File: src/rtl/cphy_decoder.sv
// C-PHY receive symbol decoder: turns successive trio wire states into
// {Flip, Rot, Pol} symbols, flags protocol errors and counts them.
module cphy_decoder #(
  parameter int ERR_CNT_W = 8
) (
  input  logic                 RxSymbolClkHS,
  input  logic                 Rst,
  input  logic                 DecoderEn,
  input  logic [2:0]           WireState,
  input  logic                 ErrCntClr,
  output logic [2:0]           Sym,
  output logic                 SymValid,
  output logic                 SymErr,
  output logic [1:0]           SymErrCode,
  output logic                 Locked,
  output logic [ERR_CNT_W-1:0] ErrCnt
);

  typedef enum logic [1:0] {
    ST_IDLE    = 2'd0,
    ST_ACQUIRE = 2'd1,
    ST_DECODE  = 2'd2
  } state_t;

  localparam logic [1:0] CODE_NONE    = 2'b00;
  localparam logic [1:0] CODE_ILLEGAL = 2'b01;
  localparam logic [1:0] CODE_REPEAT  = 2'b10;

  state_t                 state_q, state_d;
  logic [2:0]             prev_q, prev_d;
  logic [2:0]             sym_q, sym_d;
  logic                   sym_valid_q, sym_valid_d;
  logic                   sym_err_q, sym_err_d;
  logic [1:0]             sym_err_code_q, sym_err_code_d;
  logic                   locked_q, locked_d;
  logic [ERR_CNT_W-1:0]   err_cnt_q, err_cnt_d;

  function automatic logic ws_is_legal(input logic [2:0] ws);
    return (ws != 3'b000) && (ws != 3'b111);
  endfunction

  // Legal positive states have one bit set, negative ones two: odd parity means positive.
  function automatic logic ws_sign(input logic [2:0] ws);
    return ^ws;
  endfunction

  // Letter index: 0 = X, 1 = Y, 2 = Z; negative states are the complement of positive ones.
  function automatic logic [1:0] ws_letter(input logic [2:0] ws);
    logic [2:0] pos;
    pos = ws_sign(ws) ? ws : ~ws;
    case (pos)
      3'b100:  return 2'd0;
      3'b010:  return 2'd1;
      default: return 2'd2;
    endcase
  endfunction

  function automatic logic [2:0] decode_sym(input logic [2:0] prev, input logic [2:0] cur);
    logic [1:0] lp;
    logic [1:0] lc;
    logic [1:0] lp_cw;
    logic       rot;
    logic       pol;
    lp    = ws_letter(prev);
    lc    = ws_letter(cur);
    lp_cw = (lp == 2'd2) ? 2'd0 : lp + 2'd1;
    rot   = (lc == lp_cw);
    pol   = ws_sign(prev) ^ ws_sign(cur);
    if (lc == lp) begin
      return 3'b100;
    end
    return {1'b0, rot, pol};
  endfunction

  logic ws_legal;
  assign ws_legal = ws_is_legal(WireState);

  always_comb begin
    state_d        = state_q;
    prev_d         = prev_q;
    sym_d          = sym_q;
    sym_valid_d    = 1'b0;
    sym_err_d      = 1'b0;
    sym_err_code_d = CODE_NONE;
    locked_d       = 1'b0;
    err_cnt_d      = err_cnt_q;

    if (!DecoderEn) begin
      state_d = ST_IDLE;
    end else begin
      case (state_q)
        ST_IDLE: begin
          state_d = ST_ACQUIRE;
        end
        ST_ACQUIRE: begin
          if (ws_legal) begin
            prev_d  = WireState;
            state_d = ST_DECODE;
          end
        end
        ST_DECODE: begin
          if (!ws_legal) begin
            sym_err_d      = 1'b1;
            sym_err_code_d = CODE_ILLEGAL;
            state_d        = ST_ACQUIRE;
          end else if (WireState == prev_q) begin
            sym_err_d      = 1'b1;
            sym_err_code_d = CODE_REPEAT;
          end else begin
            sym_valid_d = 1'b1;
            sym_d       = decode_sym(prev_q, WireState);
            prev_d      = WireState;
          end
        end
        default: begin
          state_d = ST_IDLE;
        end
      endcase
    end

    locked_d = (state_d == ST_DECODE);

    // Clear wins over a same-cycle error; the count sticks at all-ones.
    if (ErrCntClr) begin
      err_cnt_d = '0;
    end else if (sym_err_d && (err_cnt_q != {ERR_CNT_W{1'b1}})) begin
      err_cnt_d = err_cnt_q + {{(ERR_CNT_W-1){1'b0}}, 1'b1};
    end
  end

  always_ff @(posedge RxSymbolClkHS or posedge Rst) begin
    if (Rst) begin
      state_q        <= ST_IDLE;
      prev_q         <= 3'b000;
      sym_q          <= 3'b000;
      sym_valid_q    <= 1'b0;
      sym_err_q      <= 1'b0;
      sym_err_code_q <= CODE_NONE;
      locked_q       <= 1'b0;
      err_cnt_q      <= '0;
    end else begin
      state_q        <= state_d;
      prev_q         <= prev_d;
      sym_q          <= sym_d;
      sym_valid_q    <= sym_valid_d;
      sym_err_q      <= sym_err_d;
      sym_err_code_q <= sym_err_code_d;
      locked_q       <= locked_d;
      err_cnt_q      <= err_cnt_d;
    end
  end

  assign Sym        = sym_q;
  assign SymValid   = sym_valid_q;
  assign SymErr     = sym_err_q;
  assign SymErrCode = sym_err_code_q;
  assign Locked     = locked_q;
  assign ErrCnt     = err_cnt_q;

endmodule

File: config.mk
export PLATFORM = sky130hd
export DESIGN_NAME = cphy_decoder
export DESIGN_NICKNAME = d
export VERILOG_FILES = /design/src/rtl/cphy_decoder.sv
export SDC_FILE = /design/constraint.sdc
export NUM_CORES = 1
export LEC_CHECK = 0
export ABC_AREA = 1
export BUFFER_PORTS_ARGS = -buffer_cell sky130_fd_sc_hd__buf_4
export CAP_MARGIN = 10
export CORE_ASPECT_RATIO = 1.4
export CORE_MARGIN = 3
export CORE_UTILIZATION = 49
export CTS_CLUSTER_SIZE = 20
export DETAILED_ROUTE_END_ITERATION = 10
export PLACE_DENSITY = 0.7
export SYNTH_ARGS = -nofsm -noshare
export SYNTH_HDL_FRONTEND = slang
export SYNTH_SLANG_ARGS = --single-unit
File: constraint.sdc
create_clock -name RxSymbolClkHS -period 1.61 [get_ports RxSymbolClkHS]
set_clock_uncertainty 0.15 [all_clocks]
set_input_delay 0 -clock RxSymbolClkHS [delete_from_list [all_inputs] [get_ports RxSymbolClkHS]]
set_output_delay 0 -clock RxSymbolClkHS [all_outputs]
set_load 0.01 [all_outputs]
# Word level (Yosys, flattened, before mapping)
# Cells that the tools add are included.
# totals
reg_bits	21
input_bits	7
out_inout_bits	16
word_cells	82
# classes
add_sub_neg	2
n_eq_ne	16
mux	42
bitwise	4
n_reduce_logical	10
# ops
cell	count
$mux 2	16
$mux 3	7
$mux 8	2
$mux 1	13
$add 8x1->8 const B	1
$ne 8x8->1 const B	1
$pmux 2 s2	2
$eq 2x2->1 const B	3
$eq 3x2->1 const B	2
$eq 3x3->1 const B	2
$ne 2x2->1 const B	3
$not 3->3	2
$pmux 2 s3	1
$pmux 3 s2	1
$reduce_xor 3->1	2
$reduce_and 5->1	1
$eq 2x2->1	2
$reduce_and 4->1	1
$reduce_bool 2->1	2
$eq 3x3->1	1
$ne 3x3->1 const B	1
$reduce_bool 3->1	1
$add 2x1->2 const B	1
$eq 2x1->1 const B	1
4 further kinds	5

# Depth between registers and ports, before layout
# Gate-level depths: netlist of run 1.
# logic_depth
ltp_word	15
ltp_mapped	14
mapped_depth_nobuf	14

# Worst setup path after synthesis of run 1
# Ideal clock, no wire load.
# synth_timing
kind	reg2reg
start	register err_cnt_q[0], in the netlist ErrCnt[0]
end	register err_cnt_q[4], in the netlist ErrCnt[4]
setup_time_ns	0.119
t_arrival_ns	1.334
t_required_ns	1.341
path_slack_ns	0.007
path_stages_with_launch	8
path_buffers	0
synth_period_minus_slack_ns	1.603
cell_sequence	dfrtp_1 -> ha_1 -> nand3_1 -> nor2_1 -> nand4_1 -> nand2_2 -> o21ai_0 -> and2_1
# synth_via
elab_chain_len	3
elab_cells_between_ends	6
cone_classes	1 x add/sub; 1 x eq/ne; 2 x mux; 2 x reduce/logical
# synth_lines
item	line	source
start, declared	36	logic [ERR_CNT_W-1:0] err_cnt_q, err_cnt_d;
start signal, assigned	149	err_cnt_q <= err_cnt_d;
$add 8x1->8 or $ne 8x8->1 (tied branches)	127, 126	
$mux 8 or $logic_and 1x1->1 (tied branches)	126	end else if (sym_err_d && (err_cnt_q != {ERR_CNT_W{1'b1}})) begin
$mux 8 or $reduce_bool 2->1 (tied branches)	-	
# Several ways; a longest one is shown, not always the timed one. The select of a mux whose other input is x is not followed.
# A chain may end at the register's enable or synchronous reset.

# Worst setup path after layout of run 1
# layout_timing
start	register err_cnt_q[1], in the netlist ErrCnt[1]
end	register err_cnt_q[5], in the netlist ErrCnt[5]
# Same word-level chain as after synthesis.

==> results of run 1 <==
-- stage by stage --
| step | instances | setup TNS [ns] | instance area, µm² |
|---|---|---|---|
| finish | 252 | 0 | 1850 |
| detailed placement | 237 | -0.294 | 1620 |
| CTS | 249 | 0 | 1740 |
| floorplan | 165 | 0 | 1290 |
| global placement | 237 | 0 | 1620 |
| global route | 252 | -0.460 | 1850 |
-- registers in the layout, indices dropped and copies added (netlist names) --
signal,flops
state_q,2
SymValid,1
ErrCnt,8
Sym,3
prev_q,3
SymErr,1
SymErrCode,2
Locked,1
-- area by class of cell --
type / count / share of cell area [%]
tap: 34 / 2.31
clock buffer: 3 / 1.22
inverter: 23 / 4.81
clock inverter: 1 / 0.271
sequential: 21 / 28.5
multi-input combinational: 121 / 42.2
timing repair buffer: 49 / 20.7
-- kinds of logic (layout without fill, tap and decap cells) --
| logic type | Yosys count | count (layout) |
|---|---|---|
| AOI/OAI and AO/OA | 12 | 12 |
| xor gates and xnor gates | 13 | 13 |
| adders and majority gates | 5 | 5 |
| buffers and inverters | 24 | 76 |
| DFF | 21 | 21 |
| muxes | 1 | 1 |
| and+or+nand+nor | 89 | 90 |
-- power groups by stage --
stage | sequential [mW] | combinational (mW) | clock (mW)
2_1_floorplan | 0.706 | 0.495 | 0
3_3_place_gp | 0.668 | 0.763 | 0
3_5_place_dp | 0.674 | 0.789 | 0
4_1_cts | 0.666 | 0.814 | 0.259
5_1_grt | 0.679 | 0.991 | 0.288
6_report | 0.667 | 0.881 | 0.257
-- critical path, stage by stage (launching register included) --
cell and delay, ns:
dfrtp_1 0.43, buf_4 0.14, buf_4 0.13, nand3_2 0.09
inv_2 0.04, nand3_1 0.09, xor2_1 0.19, nor2_1 0.08
nand2_1 0.08, o21ai_1 0.07
-- routing by layer --
metal	vias up	share of wire [%]	track usage [%]
met3	8	3.5	2.01
met4	0	2.2	8.65
met5	-	0	0
li1	623	-	-
met2	36	57	40.1
met1	594	37	21.0
-- cell usage in the layout (no fill, tap or decap), types with 4 or more instances in the layout --
master	count
buf_4	43
dfrtp_1	21
dlygate4sd3_1	6
ha_1	4
inv_1	14
inv_2	8
nand2_1	37
nand2_2	14
nand3_1	10
nand4_1	4
nor2_1	10
nor2_2	5
o21ai_0	5
xnor2_2	4
xor2_1	9
-- path summary, 6_finish.rpt --
path                         startpoint   endpoint  slack (ns)  cells after the start
hold / removal             WireState[0]     SymErr        0.02                      5
hold reg to reg                  Sym[0]     Sym[0]        0.35                      2
setup reg to reg              ErrCnt[1]  ErrCnt[5]      0.0001                      9
max in group asynchronous           Rst     SymErr        0.95                      4
min in group asynchronous           Rst     Sym[2]        0.13                      4
setup / recovery              ErrCnt[1]  ErrCnt[5]      0.0001                      9
-- what timing repair did --
| action | CTS | global route |
|---|---|---|
| gates cloned | 0 | 1 |
| endpoints found under the hold margin | 39 | 0 |
| buffers inserted | 2 | 2 |
| hold buffers | 6 | 0 |
| resized for setup | 7 | 29 |
| pin swaps | 5 | 14 |
| endpoints found under the setup margin | 8 | 12 |
==> results_dict.tcl, run 1 <==
set metrics [dict create \
    clockBufferDepth 2 \
    power_frac_seq_pct 37.0 \
    crit_type "register to register" \
    hold_path.class "input pin to register" \
    dpl_worst_slack_ns -0.0628 \
    clk_pin_slew_ns 0.13 \
    yosys_warnings 0 \
    antenna_cells 0 \
    postLayoutCoreUtil_pct 75.5 \
    grt_max_degree 22 \
    synth-xor-area-share_pct 9.97 \
    hold_violations 0 \
    ys_ff_latch 21 \
    layout-drive-gt1-share_pct 42.2 \
    drv_slew 0 \
    wirelength_um 3100 \
    vias 1261 \
    max-vdd-ir-drop_mv 0.781 \
    fin_crit_ns 1.61 \
    dr.pass1.iters 4 \
    synthAdderAreaFrac_pct 4.84 \
    drtIter0Drc 20 \
    drc 0 \
    slew_headroom_pct 80.6 \
    synth-simple-area-share_pct 30.4 \
    wl_per_cell_um 12.3 \
    start_util_pct 52.9 \
    overflow 0 \
    die_h_um 66.8 \
    synth-compound-area-share_pct 5.52 \
    fmax_mhz 621 \
    grt_pass1_vias 1294 \
    synthMuxAreaShare_pct 1.06 \
    internal_power_mw 1.11 \
    leakage_nw 0.967 \
    cp_max_fo 3 \
    layout_setup_ws_ns 0.000110 \
    crit_arrival_ns 1.65 \
    syn_avg_cell_area_um2 7.83 \
    seqCellArea_um2 526 \
    synth_top_family_by_area "simple AND/OR/NAND/NOR gates" \
    synth.top_cells.by_count "nand2_1, dfrtp_1, inv_1" \
    finalHoldWorstSlack_ns 0.0239 \
    synth_ff_type "dfrtp_1" \
    required_ns 1.65 \
    gp_congestion 0.765 \
    viasPerCell 5.00 \
    design_power_total_mw 1.81 \
    synth_enable_flop_cells 0 \
    rsz0062_at_grt "yes" \
    multi_input_area_um2 778 \
    setup_viol 0 \
    clock-sinks 21 \
    p_per_area_nw_per_um2 979 \
    syn2layout_area_growth_pct 42.8 \
    clkPwrFrac_pct 14.3 \
    grt.total_usage_pct 20.1 \
    synthArstFlopShare_pct 100 \
    top_level_ports 23 \
    ant_nets 0 \
    ys_types 24 \
    p_switching_mw 0.693 \
    io_buffers 22 \
    antenna_found_initial 0 \
    finalCritPeriodShare_pct 100 \
    yosys-top-cells-area "dfrtp_1, nand2_1, xor2_1, inv_1, ha_1" \
    maxCapViolations 0 \
    rows 21 \
    synth_top_area_share_pct 40.7 \
    netlist_instances 165 \
    grt_pass1_wl_um 5230 \
    worst_slew_pin_slew_ns 0.286 \
    start_kind "register" \
    yosys.area.top_type "dfrtp_1" \
    cts_tree "yes" \
    syn-num-nets 177 \
    cp-end-kind "register" \
    status "finished clean" \
    syn-cell-area_um2 1290 \
    cts-root-buf "clkbuf_4" \
    swShare_pct 38.4 \
    post-dp-hpwl_um 2210 \
    nFillCells 187 \
    h-tree-depth 1 \
    post-synth-top-count-cell "nand2_1" \
    fin_nets 231 \
    die_w_um 49.4 \
    clock_latency_ns 0.30 \
    core_um2 2440 \
    die_area_um2 3300 \
    p_comb_share_pct 48.8 \
    cts_buffers 3 \
    ys_seq_area_share_pct 40.7 \
]
Note: power is estimated with default switching activity, not from simulation.
==> run 2: changes to the inputs <==
Settings changed: BUFFER_PORTS_ARGS -buffer_cell sky130_fd_sc_hd__buf_4 to not set, CORE_UTILIZATION 49 to 55, DONT_BUFFER_PORTS set to 1, PLACE_DENSITY 0.7 to 0.69.
==> run 2 against run 1 <==
  * The run now ends with negative hold slack, negative setup slack left
  * Non-clock buffer count decreased by 18
  * Cell area decreased by 8.1%
  * Register-to-register slack about the same
  * Largest cell class unchanged
  * Largest power group unchanged
==> results_dict.tcl, run 2 (synthesized netlist as in run 1, its figures left out) <==
set metrics [dict create \
    final.setup.tns_ns -0.000447 \
    failed_checks "negative hold slack, negative setup slack" \
    final_cell_mix "nand2_1, dfrtp_1, buf_4, inv_1, nor2_1" \
    rows 20 \
    finalHoldWorstSlack_ns -0.0382 \
    p_comb_share_pct 47.1 \
    largest_register_ffs 8 \
    place_area_um2 1380 \
    hold_violations 1 \
    maxCapViolations 0 \
    die_h_um 63.4 \
    met3_usage_pct 2.29 \
    multi_input_area_um2 762 \
    clkPwrFrac_pct 13.6 \
    cts_tree "yes" \
    dr.pass1.iters 4 \
    vias 1158 \
    p_per_area_nw_per_um2 1040 \
    layout_commonest_cell "nand2_1" \
    grt_pass1_wl_um 4630 \
    top_level_ports 23 \
    setup_viol 1 \
    slew_headroom_pct 77.6 \
    die_area_um2 2980 \
    internal_power_mw 1.09 \
    h-tree-depth 1 \
    power_frac_seq_pct 39.3 \
    cts_buffers 3 \
    grt.total_usage_pct 20.4 \
    wirelength_um 2800 \
    viasPerCell 5.22 \
    met1_usage_pct 23.8 \
    met2_usage_pct 36.4 \
    grt_max_degree 22 \
    cp_max_fo 5 \
    antenna_found_initial 0 \
    io_buffers 0 \
    fmax_mhz 621 \
    swShare_pct 38.6 \
    p_switching_mw 0.682 \
    finalCritPeriodShare_pct 100 \
    fin_crit_ns 1.61 \
    drtIter0Drc 34 \
    layout-drive-gt1-share_pct 27.5 \
    die_w_um 47.0 \
    antenna_cells 0 \
    clock_latency_ns 0.29 \
    fin_nets 213 \
    post-dp-hpwl_um 1960 \
    drv_slew 0 \
    seqCellArea_um2 527 \
    crit_arrival_ns 1.65 \
    grt_pass1_vias 1174 \
    gp_congestion 0.829 \
    nFillCells 159 \
    required_ns 1.65 \
    crit_type "register to register" \
    grt.busiest_layer "met2" \
    cp-end-kind "register" \
    core_um2 2200 \
    wl_per_cell_um 12.6 \
    clockBufferDepth 2 \
    drc 0 \
    leakage_nw 0.885 \
    clk_pin_slew_ns 0.12 \
    clock-sinks 21 \
    syn2layout_area_growth_pct 31.2 \
    worst_slew_pin_slew_ns 0.336 \
    status "complete, but fails checks" \
    layout_setup_ws_ns -0.000447 \
    start_util_pct 58.7 \
    ant_nets 0 \
    cts-root-buf "clkbuf_4" \
    start_kind "register" \
    overflow 0 \
    max-vdd-ir-drop_mv 0.878 \
    design_area_um2 1700 \
    hold_path.class "input pin to register" \
    rsz0062_at_grt "yes" \
]
==> run 2: cell count changes in the layout (fill, tap and decap cells not counted), moves of 2 or more <==
cell and change:
nand2_2 -9, dlygate4sd3_1 +4, nor2_1 +3, nor2_2 -2, inv_2 -3, buf_4 -23, inv_1 +3, nand2_1 +8
==> run 2: final cells by class <==
cell class	instances	area share, %
clock inverters	1	0.295
flip-flops and latches	21	31.1
clock buffers	3	1.33
inverters	23	5.24
well taps	22	1.62
repair buffers	31	15.5
multi-input cells	121	44.9
==> run 2: routing by layer <==
metal / wire length [µm] / vias to the layer above / part of all wire [%]
met5: 0 / - / 0
met4: 44 / 0 / 1.6
met3: 118 / 4 / 4.2
met2: 1560 / 31 / 56
met1: 1080 / 532 / 39
li1: - / 591 / -
==> run 2: critical path, stage by stage, from the launching register on <==
cell and delay, ns:
dfrtp_2 0.44, xnor2_2 0.16, nand3_2 0.14, a21oi_4 0.20
nand2_4 0.10, nand2_4 0.11, o21ai_2 0.06, and2_1 0.14
==> run 2: final timing paths <==
kind,cells after the start,to,from,slack [ns]
setup reg to reg,7,ErrCnt[4],prev_q[2],-0.0004
setup / recovery,7,ErrCnt[4],prev_q[2],-0.0004
hold reg to reg,2,Sym[1],Sym[1],0.42
min in group asynchronous,3,ErrCnt[7],Rst,0.02
max in group asynchronous,3,prev_q[2],Rst,1.07
hold / removal,5,state_q[1],WireState[0],-0.04
==> run 2: timing repair <==
item	in CTS	in global routing
buffers inserted	5	5
setup endpoints to repair	5	13
resized for setup	3	21
hold endpoints to repair	41	0
hold buffers	12	0
pin swaps	6	10
gates cloned	1	0
==> run 2: per-stage QoR <==
| step | hold slack [ns] | utilization, % | instances | power [mW] | setup slack (ns) |
|---|---|---|---|---|---|
| after global placement | -0.218 | 62.8 | 196 | 1.29 | -0.0176 |
| after detailed placement | -0.217 | 62.8 | 196 | 1.32 | -0.0218 |
| after global routing | 0.0272 | 77.0 | 222 | 1.92 | -0.0999 |
| after floorplan | -0.173 | - | 165 | 1.20 | 0.00662 |
| final | -0.0382 | 77.0 | 222 | 1.77 | -0.000447 |
| after CTS | 0.00726 | 72.0 | 218 | 1.67 | 0.00374 |
==> run 2: power by group through the flow <==
stage	logic, mW	registers (mW)	clock network (mW)
final	0.834	0.695	0.240
after global routing	0.937	0.704	0.278
after CTS	0.723	0.693	0.251
after detailed placement	0.608	0.713	0
after global placement	0.585	0.710	0
after floorplan	0.495	0.706	0
==> run 3: changes to the inputs <==
Settings changed: ABC_AREA 1 to 0, CORE_UTILIZATION 55 to 56, MAX_ROUTING_LAYER set to met4, PLACE_DENSITY 0.69 to 0.7.
==> run 3 against run 2 <==
  * The run still ends with negative hold slack, negative setup slack left
  * Non-clock buffer count up 10
  * Sequential cell count stayed put
  * Cell count fell by 11%
  * Sequential power is 0.7% lower
  * Core utilization is 6.8 points higher
  * Routed wire length grew 25%
  * Count of clock-buffer cells in the layout up 1
  * Total power decreased by 2.6%
  * Largest power group unchanged
==> results_dict.tcl, run 3 <==
set metrics [dict create \
    cts_buffers 3 \
    yosys-top-cells-area "dfrtp_1, ha_1, a21oi_1, nor2_1, xor2_1" \
    setup_viol 14 \
    design_area_um2 1870 \
    top_level_ports 23 \
    grt_pass1_wl_um 5560 \
    hold_path.class "input pin to register" \
    start_kind "register" \
    die_area_um2 3040 \
    place_area_um2 1580 \
    rr_worst_depth 5 \
    clock_latency_ns 0.30 \
    hp-start "ErrCntClr" \
    cp-end-kind "register" \
    grt_max_degree 22 \
    dr.pass1.iters 4 \
    yosys.area.top_type "dfrtp_1" \
    nFillCells 132 \
    min_to "ErrCnt[1]" \
    regToRegSetupSlack_ns -0.39 \
    path_cells "xor2_2 -> o31ai_2 -> nand3_2 -> or4_1 -> a21oi_1" \
    layout-drive-gt1-share_pct 44.0 \
    ys_seq_area_share_pct 39.0 \
    status "complete, but fails checks" \
    finalHoldWorstSlack_ns -0.415 \
    fin_crit_ns 2.00 \
    h-tree-depth 1 \
    netlist_instances 138 \
    cp_slowest_cell "or4_1" \
    clock-sinks 21 \
    seqCellArea_um2 526 \
    leakage_nw 0.831 \
    die_h_um 64.1 \
    antenna_found_initial 0 \
    synth_ff_type "dfrtp_1" \
    required_ns 1.68 \
    cts-root-buf "clkbuf_4" \
    slowest_delay_ns 0.51 \
    cts_tree "yes" \
    drc 0 \
    cp_max_fo 6 \
    grt_pass1_vias 1333 \
    final_cell_mix "buf_4, dfrtp_1, nand2_1, nor2_1, a21oi_1" \
    worst_slew_pin_slew_ns 0.387 \
    dpl_worst_slack_ns -0.333 \
    ant_nets 0 \
    grt.total_usage_pct 25.2 \
    io_buffers 0 \
    fmax_mhz 500 \
    hold_violations 10 \
    p_per_area_nw_per_um2 924 \
    ys_types 50 \
    synth.top_cells.by_count "dfrtp_1, nor2_1, a21oi_1" \
    layout_setup_ws_ns -0.390 \
    antenna_cells 0 \
    synth_top_area_share_pct 39.0 \
    drv_slew 0 \
    failed_checks "negative hold slack, negative setup slack" \
    vias 1204 \
    clk_pin_slew_ns 0.12 \
    design_power_total_mw 1.72 \
    die_w_um 47.5 \
    max-vdd-ir-drop_mv 0.693 \
    multi_input_area_um2 925 \
    ys_ff_latch 21 \
    post-dp-hpwl_um 2350 \
    post-synth-top-count-cell "dfrtp_1" \
    syn_avg_cell_area_um2 9.77 \
    whs_path_depth 1 \
    drtIter0Drc 38 \
    clockBufferDepth 2 \
    postLayoutCoreUtil_pct 83.8 \
    core_um2 2230 \
    syn-num-nets 150 \
    crit_arrival_ns 2.07 \
    largest_register_ffs 8 \
    reg2reg_from "prev_q[1]" \
    syn-cell-area_um2 1350 \
    rsz0062_at_grt "yes" \
    rows 20 \
    finalCritPeriodShare_pct 124 \
    gp_congestion 0.805 \
    synth_enable_flop_cells 0 \
    maxCapViolations 0 \
    r2r-end "ErrCnt[5]" \
    fin_nets 188 \
    synthArstFlopShare_pct 100 \
    start_util_pct 60.6 \
    yosys_warnings 0 \
    overflow 0 \
    wl_per_cell_um 17.8 \
    layout_commonest_cell "buf_4" \
    syn2layout_area_growth_pct 38.3 \
    wirelength_um 3510 \
    viasPerCell 6.11 \
    slew_headroom_pct 73.9 \
    crit_type "register to register" \
]
==> run 3: area by class of cell <==
cell class / instances / area share, %
Tap cell: 22 / 1.48
Timing Repair Buffer: 41 / 18.2
Inverter: 5 / 1.14
Clock buffer: 4 / 1.41
Multi-Input combinational cell: 104 / 49.6
Sequential cell: 21 / 28.2
==> run 3: cell families after synthesis <==
kind of cell             Yosys count  share of synthesized area [%]
AND/OR/NAND/NOR                   54                           23.7
AO/OA/AOI/OAI                     30                           15.5
flip-flops                        21                           39.0
buffers and inverters             13                           5.75
XOR/XNOR                           9                           5.84
multiplexers                       6                           5.66
adder cells (fa/ha/maj)            5                           4.64
==> run 3: worst max-delay path by stage <==
stage                   start        end  slack, ns  cells past startpoint
floorplan           prev_q[2]  ErrCnt[3]      -0.32                      6
global placement    prev_q[2]  ErrCnt[3]      -0.28                      5
detailed placement  prev_q[0]     Sym[0]      -0.33                      5
CTS                 prev_q[1]  ErrCnt[5]      -0.34                      5
global route        prev_q[1]  ErrCnt[7]      -0.44                      5
finish              prev_q[1]  ErrCnt[5]      -0.39                      5
==> run 3: metrics by stage <==
step	hold slack [ns]	std cells	setup TNS, ns
floorplan	-0.173	138	-1.85
global placement	-0.219	181	-1.70
detailed placement	-0.206	181	-2.29
CTS	-0.415	194	-2.42
global route	-0.435	197	-3.94
finish	-0.415	197	-3.13
==> run 3: what timing repair did <==
action,in CTS,in global routing
hold endpoints to repair,42,10
setup endpoints to repair,14,15
gates resized for setup,22,14
buffers inserted,4,2
pin swaps,9,4
hold buffers,5,1
==> run 3: power breakdown <==
group          total [mW]  internal (mW)  switching [mW]
registers           0.690          0.603          0.0871
logic               0.776          0.392           0.384
clock network       0.257         0.0963           0.161
total                1.72           1.09           0.632
==> run 3: critical path: cells and delay by family, from the launching register on <==
| family | cells | cell delay [ns] |
|---|---|---|
| simple gates | 2 | 0.69 |
| compound gates | 2 | 0.50 |
| xor+xnor | 1 | 0.16 |
| flops | 1 | 0.42 |
==> run 3: per-layer routing <==
metal,global-route usage [%],routed length [µm],vias up
met1,23.9,1200,603
met5,-,0,-
met3,3.38,100,8
met4,7.96,53,0
li1,-,-,569
met2,47.7,2150,24
